### config.mk
export PLATFORM = sky130hd
export DESIGN_NAME = mem_access_unit
export DESIGN_NICKNAME = d
export VERILOG_FILES = /design/src/rtl/mem_access_unit.sv
export SDC_FILE = /design/constraint.sdc
export NUM_CORES = 1
export LEC_CHECK = 0
export ABC_CLOCK_PERIOD_IN_PS = 5400
export BUFFER_PORTS_ARGS = -buffer_cell sky130_fd_sc_hd__buf_4
export CORE_ASPECT_RATIO = 0.7
export CORE_UTILIZATION = 54
export CTS_BUF_LIST = sky130_fd_sc_hd__clkbuf_8
export DETAILED_ROUTE_END_ITERATION = 10
export PLACE_DENSITY_LB_ADDON = 0.25
export SLEW_MARGIN = 10
export SYNTH_ARGS = -nofsm -noshare
export SYNTH_HDL_FRONTEND = slang
export SYNTH_SLANG_ARGS = --single-unit
### constraint.sdc
create_clock -name clk -period 5.4 [get_ports clk]
set_input_delay 0.54 -clock clk [delete_from_list [all_inputs] [get_ports clk]]
set_output_delay 0.54 -clock clk [all_outputs]
set_load 0.01 [all_outputs]
### src/rtl/mem_access_unit.sv
// mem_access_unit: MEM-stage load/store engine. Serialises 32-bit loads and
// stores into byte transfers on an 8-bit memory-controller port, assembles and
// extends load data, and forwards the writeback fields towards MEM/WB.
// Latency: non-memory ops pass through combinationally; a load/store costs one
//   request cycle, then one BUSY cycle per byte plus controller wait, then DONE.
// Backpressure: stall_req is held from the request cycle until DONE; mc_req
//   stays high until the controller has acked every byte.
// Ports:
//   clk, rst                      clock, async active-high reset
//   rd_addr_i/rd_write_i/rd_data_i writeback fields from EX/MEM
//   rd_load_i, mem_addr_i, mem_data_i, op_i, catagory_i  request from EX/MEM
//   rd_addr_o/rd_write_o/rd_data_o writeback fields to MEM/WB
//   stall_req                     hold request to the pipeline controller
//   mc_req/mc_we/mc_addr/mc_wdata  byte request to the memory controller
//   mc_ack/mc_rdata               byte completion from the memory controller
module mem_access_unit (
  input  logic        clk,
  input  logic        rst,
  input  logic [4:0]  rd_addr_i,
  input  logic        rd_write_i,
  input  logic        rd_load_i,
  input  logic [31:0] rd_data_i,
  input  logic [31:0] mem_addr_i,
  input  logic [31:0] mem_data_i,
  input  logic [2:0]  op_i,
  input  logic [1:0]  catagory_i,
  output logic [4:0]  rd_addr_o,
  output logic        rd_write_o,
  output logic [31:0] rd_data_o,
  output logic        stall_req,
  output logic        mc_req,
  output logic        mc_we,
  output logic [31:0] mc_addr,
  output logic [7:0]  mc_wdata,
  input  logic        mc_ack,
  input  logic [7:0]  mc_rdata
);

  typedef enum logic [1:0] {
    S_IDLE = 2'd0,
    S_BUSY = 2'd1,
    S_DONE = 2'd2
  } state_t;

  state_t      state_q, state_d;
  logic [1:0]  cnt_q, cnt_d;
  logic [2:0]  len_q, len_d;
  logic [31:0] buf_q, buf_d;
  logic        mc_req_q, mc_req_d;
  logic        mc_we_q, mc_we_d;
  logic [31:0] mc_addr_q, mc_addr_d;
  logic [7:0]  mc_wdata_q, mc_wdata_d;
  // Load flag and size code captured at the request so the DONE-cycle
  // extension does not depend on the upstream register still holding.
  logic        ld_q, ld_d;
  logic [2:0]  op_q, op_d;

  logic        mem_op;
  logic        last_byte;
  logic [1:0]  cnt_nxt;
  logic [31:0] ld_ext;

  // rd_load_i duplicates catagory_i==1, which is what the datapath keys on.
  logic unused_inputs;
  assign unused_inputs = rd_load_i;

  assign mem_op    = (catagory_i == 2'd1) || (catagory_i == 2'd2);
  assign last_byte = ({1'b0, cnt_q} == (len_q - 3'd1));
  assign cnt_nxt   = cnt_q + 2'd1;

  function automatic logic [2:0] size_len(input logic [2:0] op);
    case (op)
      3'd0, 3'd4: size_len = 3'd1;
      3'd1, 3'd5: size_len = 3'd2;
      default:    size_len = 3'd4;  // W, and the unused codes 3/6/7
    endcase
  endfunction

  always_comb begin
    case (op_q)
      3'd0:    ld_ext = {{24{buf_q[7]}}, buf_q[7:0]};
      3'd4:    ld_ext = {24'd0, buf_q[7:0]};
      3'd1:    ld_ext = {{16{buf_q[15]}}, buf_q[15:0]};
      3'd5:    ld_ext = {16'd0, buf_q[15:0]};
      default: ld_ext = buf_q;
    endcase
  end

  always_comb begin
    state_d    = state_q;
    cnt_d      = cnt_q;
    len_d      = len_q;
    buf_d      = buf_q;
    mc_req_d   = mc_req_q;
    mc_we_d    = mc_we_q;
    mc_addr_d  = mc_addr_q;
    mc_wdata_d = mc_wdata_q;
    ld_d       = ld_q;
    op_d       = op_q;
    stall_req  = 1'b0;

    case (state_q)
      S_IDLE: begin
        if (mem_op) begin
          stall_req  = 1'b1;
          state_d    = S_BUSY;
          cnt_d      = 2'd0;
          len_d      = size_len(op_i);
          mc_req_d   = 1'b1;
          mc_we_d    = (catagory_i == 2'd2);
          mc_addr_d  = mem_addr_i;
          mc_wdata_d = mem_data_i[7:0];
          ld_d       = (catagory_i == 2'd1);
          op_d       = op_i;
        end
      end
      S_BUSY: begin
        stall_req = 1'b1;
        if (mc_ack) begin
          if (!mc_we_q) begin
            buf_d[{cnt_q, 3'b000} +: 8] = mc_rdata;
          end
          if (!last_byte) begin
            cnt_d      = cnt_nxt;
            // Upstream holds during the stall, so the base address and store
            // word are re-read from the inputs rather than kept locally.
            mc_addr_d  = mem_addr_i + {30'd0, cnt_q} + 32'd1;
            mc_wdata_d = mem_data_i[{cnt_nxt, 3'b000} +: 8];
          end else begin
            mc_req_d = 1'b0;
            mc_we_d  = 1'b0;
            state_d  = S_DONE;
          end
        end
      end
      S_DONE: begin
        // Pipeline advances on this edge; the next instruction is seen in IDLE.
        state_d = S_IDLE;
      end
      default: begin
        state_d = S_IDLE;
      end
    endcase
  end

  always_ff @(posedge clk or posedge rst) begin
    if (rst) begin
      state_q    <= S_IDLE;
      cnt_q      <= 2'd0;
      len_q      <= 3'd0;
      buf_q      <= 32'd0;
      mc_req_q   <= 1'b0;
      mc_we_q    <= 1'b0;
      mc_addr_q  <= 32'd0;
      mc_wdata_q <= 8'd0;
      ld_q       <= 1'b0;
      op_q       <= 3'd0;
    end else begin
      state_q    <= state_d;
      cnt_q      <= cnt_d;
      len_q      <= len_d;
      buf_q      <= buf_d;
      mc_req_q   <= mc_req_d;
      mc_we_q    <= mc_we_d;
      mc_addr_q  <= mc_addr_d;
      mc_wdata_q <= mc_wdata_d;
      ld_q       <= ld_d;
      op_q       <= op_d;
    end
  end

  assign rd_addr_o  = rd_addr_i;
  assign rd_write_o = rd_write_i;
  assign rd_data_o  = (state_q == S_DONE && ld_q) ? ld_ext : rd_data_i;

  assign mc_req   = mc_req_q;
  assign mc_we    = mc_we_q;
  assign mc_addr  = mc_addr_q;
  assign mc_wdata = mc_wdata_q;

endmodule

Yosys cells after proc, flatten, opt, wreduce, memory -nomap -nowiden

Index checks and enable logic that the tools add are counted.

Word-level logic and storage cells: 75
Register bits: 85
Input port bits: 119
Output and inout bits: 81

Muxes and demuxes: 28
Reductions and logical operators: 13
$add $sub $neg: 5
Eq/ne operators: 15
Bitwise operators: 1
Shifts and indexed selects: 3

Operators with widths:

| kind                   | count |
|---|---|
| $mux 32                | 4 |
| $pmux 32 s4            | 1 |
| $pmux 32 s2            | 1 |
| $add 32x1->32 const B  | 1 |
| $add 32x2->32          | 1 |
| $bwmux 32              | 1 |
| $shift 8x7->32 const A | 1 |
| $shiftx 32x6->8        | 1 |
| $shiftx 8x7->32        | 1 |
| $mux 8                 | 3 |
| $pmux 8 s2             | 1 |
| $eq 3x3->1 const B     | 4 |
| $mux 2                 | 6 |
| $ne 2x2->1 const B     | 4 |
| $pmux 2 s2             | 2 |
| $reduce_and 4->1       | 2 |
| $neg 5->7              | 1 |
| $eq 3x1->1 const B     | 2 |
| $logic_not 3->1        | 2 |
| $pmux 1 s2             | 3 |
| $pmux 3 s2             | 1 |
| $reduce_and 3->1       | 2 |
| $mux 1                 | 5 |
| $eq 2x1->1 const B     | 2 |
| 11 further kinds       | 13 |

Logic depth before layout (Yosys ltp)

Gate-level depths: netlist of the first run.

Depth after elaboration: 5
Depth in mapped cells: 11
Gate-level depth less buffers: 8

Worst setup path after synthesis of the first run

OpenSTA, ideal clock, no wires.

Path type: register -> register
Start point: register cnt_q[0]
End point: register mc_addr_q[28], in the netlist mc_addr[28]
Stages on the path, launching flop included: 12
Arrival: 2.436 ns
Setup slack: 2.844 ns
Cells stage by stage: dfrtp_1 -> buf_2 -> inv_1 -> clkbuf_1 -> ha_1 -> fa_1 -> nor3b_4 -> nand4bb_2 -> buf_6 -> nor4_4 -> xnor2_1 -> o21ai_2

Cells in the longest elaborated chain, start to end: 5

RTL lines:

| item                     | line | text |
|---|---|---|
| start: declaration       | 46   | `logic [1:0] cnt_q, cnt_d;` |
| start signal: assignment | 160  | `cnt_q <= cnt_d;` |
| $add 32x2->32            | 127  | `mc_addr_d = mem_addr_i + {30'd0, cnt_q} + 32'd1;` |
| $add 32x1->32            | 127  |  |
| $mux 32                  | 123  | `if (!last_byte) begin` |
| $mux 32                  | 119  | `if (mc_ack) begin` |
| $pmux 32 s2              | 102  | `case (state_q)` |
| end signal: assignment   | 165  | `mc_addr_q <= mc_addr_d;` |
| end: declaration         | 51   | `logic [31:0] mc_addr_q, mc_addr_d;` |

Parallel ways exist; a longest one is shown, timed or not. The select of a mux whose other input is x is not followed.
A chain may end at the register's enable or synchronous reset.

Final worst setup path of the first run

Start point: register state_q[0]
End point: output rd_data_o[27]

Cells in the longest elaborated chain, start to end: 3

RTL lines:

| item                     | line | text |
|---|---|---|
| start: declaration       | 45   | `state_t state_q, state_d;` |
| start signal: assignment | 159  | `state_q <= state_d;` |
| $eq 2x2->1               | 174  | `assign rd_data_o = (state_q == S_DONE && ld_q) ? ld_ext : rd_data_i;` |
| $logic_and 1x1->1        | 174  |  |
| $mux 32                  | 174  |  |
| end: declaration         | 29   | `output logic [31:0] rd_data_o,` |

Every way passes these cells.

==> summary.md, run 1 <==
| Metric | Value |
|---|---|
| Area leader, netlist | `dfrtp_1` |
| Crit path time final | `approximately 3200 ps` |
| # setup viols final | `0` |
| Root Buffer | `clkbuf_8` |
| CP max-delay cell | `nor2_1` |
| Worst-margin pin slew | `approximately 1200 ps` |
| Outcome | `completed` |
| Final period utilization | `around 60%` |
| Lkg Pwr | `roughly 3 nW` |
| Wire per inst | `between 10 and 15 um` |
| Final hold violations | `0` |
| GR Overflow Total | `0` |
| Worst setup EP type | `output port` |
| First-pass GRT wire length | `about 21000 um` |
| Max Fanout on Critical Path | `16` |
| Syn_nets | `~740` |
| Setup Skew | `9.811 ps` |
| Slew margin rel. | `between 20% and 30%` |
| Reg2Reg Launch Point | `cnt_q[0]` |
| Post-CTS Resized | `0` |
| # Max-Cap Violations | `0` |
| Async set or reset register ratio after synthesis | `between 90% and 100%` |
| Yosys cell types | `42` |
| Crit path DAT | `approximately 2700 ps` |
| Clock Latency Late Sink | `360 ps` |
| Via density | `5.396` |
| Share of the synthesized area in the top cell type | `43.62%` |
| Synth top cells by count | `nand2_1, dfrtp_1, o21ai_0` |
| Pwr dens | `469.6 nW/um^2` |
| Hold EP | `op_q[2]` |
| DRT iter0 DRCs | `294` |
| RSZ-0062 raised after global routing | `no` |
| Vias in the first global route | `approximately 4400` |
| Area delta synth->final | `33.00%` |
| Die Span Y | `between 80 and 90 um` |
| Hold path start | `op_i[2]` |
| Most frequent cell after synthesis | `nand2_1` |
| Hold depth | `3` |
| Vias | `~4800` |
| Startpoint types | `flop` |
| Share of cells above drive strength 1 | `28.29%` |
| WP data required | `roughly 4900 ps` |
| Io pins | `200` |
| Top cells by area, synth | `dfrtp_1, nand2_1, o21ai_0, nor2_1, xnor2_1` |
| Post-synthesis cell count | `606` |
| Diode count | `0` |
| Largest net degree at the start of global routing | `86` |
| Mapped cell area | `about 4900 um^2` |
| Synth Area per Inst | `8.046 um^2` |
| Post-synthesis sequential area ratio | `43.62%` |
| Die ar. | `approximately 9400 um^2` |
| Gr usage total | `between 20% and 30%` |
| CTS H-tree lvls | `3` |
| Synth Flop Type | `dfrtp_1` |
| Critical path class | `flop to output port` |
| Initial Utilization | `between 50% and 60%` |
| Max frequency | `roughly 310 MHz` |
| Crit Reg-Reg Endpoint | `mc_addr[20]` |
| Reg2Reg Depth | `8` |
| Antenna violations before repair | `0` |
| Final Non-Filler Cells | `between 800 and 900` |
| Core area | `between 8000 and 9000 um^2` |
| Clk sinks | `85` |
| Worst R2R Setup Slack | `between 2000 and 2500 ps` |
| Yosys reg bits | `85` |
| Setup bufs post-CTS | `0` |
| # fillers | `about 650` |
| Post-synth EDFFs | `0` |
| Slew Limit Fails | `0` |
| Max Buffers Root-to-Sink | `2` |
| Antenna-violating nets left | `0` |
| Residual DRC | `0` |
| Rows | `28` |
| Cells after DPL | `around 880` |
| Clock Pin Slew Worst Setup and Hold Paths | `90 ps` |
| Worst hold path class | `input port to flop` |
| Inserted Clock Buffers | `9` |
| CTS tree | `built` |
| Hold buffer count at cts | `0` |
| Final Net Count | `around 900` |
| GP Congestion | `between 0.8 and 0.9` |
| CP Cell Sequence | `inv_1, nand3_1, nor2_1, a21oi_1, buf_4` |
| Synth warn | `0` |
| Max incr delay on CP | `1000 ps` |
| Total wire length | `between 10000 and 15000 um` |
| Die width | `115.6 um` |
| VDD IR max | `around 290 uV` |
| IO Port Bufs | `186` |
| Final setup TNS | `0 ps` |
| Detailed Routing Iterations Pass 1 | `4` |
| Detailed placer's ending HPWL | `between 9000 and 10000 um` |
## worst max-delay path by stage
| stage | start | to | slack, ps | cells after the start |
|---|---|---|---|---|
| after floorplan | rst | buf_q[0] | 2670 | 1 |
| after global placement | cnt_q[0] | mc_addr[30] | 2400 | 8 |
| after detailed placement | cnt_q[0] | mc_addr[20] | 2290 | 8 |
| after CTS | state_q[0] | rd_data_o[27] | 2160 | 5 |
| after global routing | cnt_q[0] | mc_wdata[4] | 1990 | 6 |
| final | state_q[0] | rd_data_o[27] | 2160 | 5 |
## per-layer routing
layer / part of all wire (%) / vias to the layer above / GRT usage (%) / wire (um)
li1: - / 2350 / - / -
met1: 44 / 2239 / 37.98 / 5841
met2: 46 / 202 / 44.61 / 6092
met3: 7.7 / 33 / 6.937 / 1020
met4: 2.6 / 0 / 13.64 / 350
met5: 0 / - / 0 / 0
## cells by family (layout without fill, tap and decap cells)
kind of cell             after synthesis  after routing  share of synthesized area, %
buffers and inverters                 55            223                         5.081
adder cells (fa/ha/maj)               11             11                         2.977
XOR/XNOR                              33             33                         5.928
multiplexers                           9              9                         1.848
AND/OR/NAND/NOR                      278            278                         25.71
AO/OA/AOI/OAI                        135            135                         14.83
flip-flops                            85             85                         43.62
## sequential cells by signal, summed over array words and instances (netlist names)
signal	cells
state_q	2
len_q	3
mc_we	1
mc_req	1
cnt_q	2
mc_wdata	8
buf_q	32
ld_q	1
op_q	3
mc_addr	32
## final cells by class
class | count | area, um^2 | share of cell area (%)
sequential | 85 | 2127 | 32.80
multi-input combinational | 466 | 2510 | 38.70
timing repair buffer | 190 | 1426 | 22.00
inverter | 17 | 65.06 | 1.003
clock buffer | 9 | 123.9 | 1.910
clock inverter | 7 | 82.58 | 1.273
tap | 120 | 150.1 | 2.315
## metrics by stage
| step | setup WS, ps | utilization, % | cell area, um^2 | hold slack [ps] | total power [mW] |
|---|---|---|---|---|---|
| after floorplan | 2667 | - | 4876 | 443.6 | 2.003 |
| after CTS | 2157 | 75.25 | 6485 | 373.0 | 3.059 |
| after global placement | 2399 | 72.85 | 6279 | 460.1 | 2.508 |
| after global routing | 1989 | 75.25 | 6485 | 395.7 | 3.298 |
| final | 2157 | 75.25 | 6485 | 385.2 | 3.046 |
| after detailed placement | 2288 | 72.85 | 6279 | 468.0 | 2.577 |
## layout by cell type, fill, tap and decap left out, drive strengths merged, types with 7 or more instances in the layout
cell,netlist,routed
buf,17,190
nand2,177,177
o21ai,86,86
dfrtp,85,85
nor2,45,45
a21oi,29,29
inv,17,18
xnor2,18,18
xor2,15,15
nand4,13,13
nand3,10,10
ha,10,10
nor3,10,10
mux2i,9,9
clkbuf,21,9
a31oi,9,9
o22ai,8,8
and3,7,7
## critical path, delay by kind of cell, from the launching register on
kind,cells,cell delay [ps]
AND/OR/NAND/NOR,2,1320
flip-flops,1,480
AO/OA/AOI/OAI,1,170
buffers and inverters,2,360
## power by group
group | switching, mW | internal, mW | total (mW)
combinational | 0.808 | 0.597 | 1.41
clock | 0.225 | 0.255 | 0.480
sequential | 0.218 | 0.942 | 1.16
total | 1.25 | 1.79 | 3.05
Power figures use the tool's default switching activity.
==> run 2, diff against run 1 <==
Settings changed: ABC_CLOCK_PERIOD_IN_PS 5400 to 2650, CORE_UTILIZATION 54 to 45.
Clock period 5.4 ns to 2.65 ns, I/O delays scaled along.
==> summary.md, run 2 (synthesis gave the netlist of run 1 again) <==
| Metric | Value |
|---|---|
| Detailed placer's ending HPWL | `10370 um (was 9908 um)` |
| Worst setup EP type | `flop (was output port)` |
| Core Util, Final | `63.63% (was 75.25%)` |
| GP Congestion | `0.8093 (was 0.8474)` |
| Residual DRC | `0 (unchanged)` |
| Fin area | `6639 um^2 (was 6485 um^2)` |
| RSZ-0062 raised after global routing | `no (unchanged)` |
| Max incr delay on CP | `420 ps (was 1000 ps)` |
| Core area | `10430 um^2 (was 8618 um^2)` |
| GR Overflow Total | `0 (unchanged)` |
| Clock Latency Late Sink | `360 ps (about the same)` |
| First-pass GRT wire length | `21250 um (was 20520 um)` |
| Via density | `5.212 (was 5.396)` |
| DRT iter0 DRCs | `285 (was 294)` |
| Final period utilization | `89.75%` |
| CP Cell Sequence | `inv_1, ha_1, fa_1, nor3b_4, nand4bb_4, nor4_2, xnor2_1, o21ai_1 (was inv_1, nand3_1, nor2_1, a21oi_1, buf_4)` |
| Die Span Y | `89.09 um (was 81.50 um)` |
| CTS tree | `built (unchanged)` |
| Crit path time final | `approximately 2400 ps` |
| Wire per inst | `14.91 um (was 14.88 um)` |
| Final setup margin | `271.7 ps (was 2157 ps)` |
| Final Power | `6.468 mW (was 3.046 mW)` |
| IO Port Bufs | `186 (unchanged)` |
| Max frequency | `~420 MHz` |
| Commonest non-fill, non-tap cells in the layout | `buf_4, nand2_1, dfrtp_1 (unchanged)` |
| Root Buffer | `clkbuf_8 (unchanged)` |
| Diode count | `0 (unchanged)` |
| Hold buffer count at cts | `0 (unchanged)` |
| # setup viols final | `0 (unchanged)` |
| Detailed Routing Iterations Pass 1 | `7 (was 4)` |
| Cells after DPL | `900 (was 878)` |
| Worst-margin pin slew | `769.7 ps (was 1163 ps)` |
| Final Net Count | `909 (was 899)` |
| Critical path class | `flop to flop (was flop to output port)` |
| Die ar. | `11260 um^2 (was 9419 um^2)` |
| Total wire length | `13660 um (was 13310 um)` |
| Pwr dens | `974.2 nW/um^2 (was 469.6 nW/um^2)` |
| Die width | `126.4 um (was 115.6 um)` |
| VDD IR max | `570.0 uV (was 286.7 uV)` |
| Outcome | `completed (unchanged)` |
| Slew Limit Fails | `0 (unchanged)` |
| Rows | `31 (was 28)` |
| CP max-delay cell | `fa_1 (was nor2_1)` |
| Slew margin rel. | `48.68% (was 22.21%)` |
| Clock Pin Slew Worst Setup and Hold Paths | `80 ps (was 90 ps)` |
| Inserted Clock Buffers | `9 (unchanged)` |
| Gr usage total | `24.04% (was 28.66%)` |
| Share of cells above drive strength 1 | `29.46% (was 28.29%)` |
| # Max-Cap Violations | `0 (unchanged)` |
| Antenna violations before repair | `0 (unchanged)` |
| Crit path DAT | `2620 ps (was 2700 ps)` |
| Lkg Pwr | `3.135 nW (was 3.067 nW)` |
| Initial Utilization | `46.73% (was 56.58%)` |
| Hold_ws | `9.339 ps (was 385.2 ps)` |
| Final Non-Filler Cells | `916 (was 894)` |
| Setup Skew | `12.53 ps (was 9.811 ps)` |
| Vias in the first global route | `4335 (was 4371)` |
| Area delta synth->final | `36.16% (was 33.00%)` |
| WP data required | `2890 ps (was 4860 ps)` |
| Most common cell after layout, fill and taps aside | `buf_4 (unchanged)` |
| Max Buffers Root-to-Sink | `2 (unchanged)` |
| Max Fanout on Critical Path | `11 (was 16)` |
| Pre-CTS setup slack | `119.8 ps (was 2288 ps)` |
| Antenna-violating nets left | `0 (unchanged)` |
| Area after DPL | `6394 um^2 (was 6279 um^2)` |
| Startpoint types | `flop (unchanged)` |
| Io pins | `200 (unchanged)` |
| Final hold violations | `0 (unchanged)` |
| Final setup TNS | `0 ps (unchanged)` |
| Largest net degree at the start of global routing | `82 (was 86)` |
| Vias | `4774 (was 4824)` |
| Clk sinks | `85 (unchanged)` |
| CTS H-tree lvls | `3 (unchanged)` |
| Worst hold path class | `input port to asynchronous set/reset pin (was input port to flop)` |
run 2: cell count changes in the layout (fill, tap and decap cells not counted):
cell / change
nand4bb_4: +1
inv_1: -2
clkinv_2: -2
buf_12: +2
clkinv_4: +2
clkbuf_8: +2
nand4bb_2: -1
buf_4: +8
run 2: per-layer routing:
layer / GRT usage [%] / wire (um) / vias to the layer above
li1: - / - / 2374
met1: 33.79 / 6431 / 2223
met2: 38.07 / 6230 / 158
met3: 5.386 / 847 / 19
met4: 5.915 / 150 / 0
met5: 0 / 0 / -
run 2: cell type report:
cell class / instances / area (um^2)
inverters: 17 / 65.06
fillers: 905 / 3795
clock inverters: 5 / 82.58
repair buffers: 200 / 1526
multi-input cells: 466 / 2521
flip-flops and latches: 85 / 2127
clock buffers: 11 / 151.4
well taps: 132 / 165.2
run 2: what timing repair did:
item,4_1_cts,5_1_grt
endpoints found under the setup margin,0,2
resized for setup,0,1
setup buffers,0,0
run 2: report_power, final:
part | total, mW | internal, mW | switching, mW
clock | 1.06 | 0.584 | 0.478
sequential | 2.36 | 1.92 | 0.436
combinational | 3.05 | 1.34 | 1.71
run 2: critical path, delay by kind of cell (launching register included):
family,cells,cell delay [ps]
xor gates and xnor gates,1,150
and+or+nand+nor,3,1000
adders and majority gates,2,620
AOI/OAI and AO/OA,1,70
DFF,1,350
buffers and inverters,1,50
run 2: worst paths after layout:
kind | start | to | slack (ps) | depth (start not counted)
worst min-delay path | rst | mc_addr[31] | 9 | 2
max in group asynchronous | rst | buf_q[19] | 1940 | 3
worst min register to register | buf_q[8] | buf_q[8] | 480 | 2
worst max register to register | cnt_q[0] | mc_addr[30] | 270 | 8
min in group clk | op_i[2] | op_q[2] | 80 | 3
worst max-delay path | cnt_q[0] | mc_addr[30] | 270 | 8
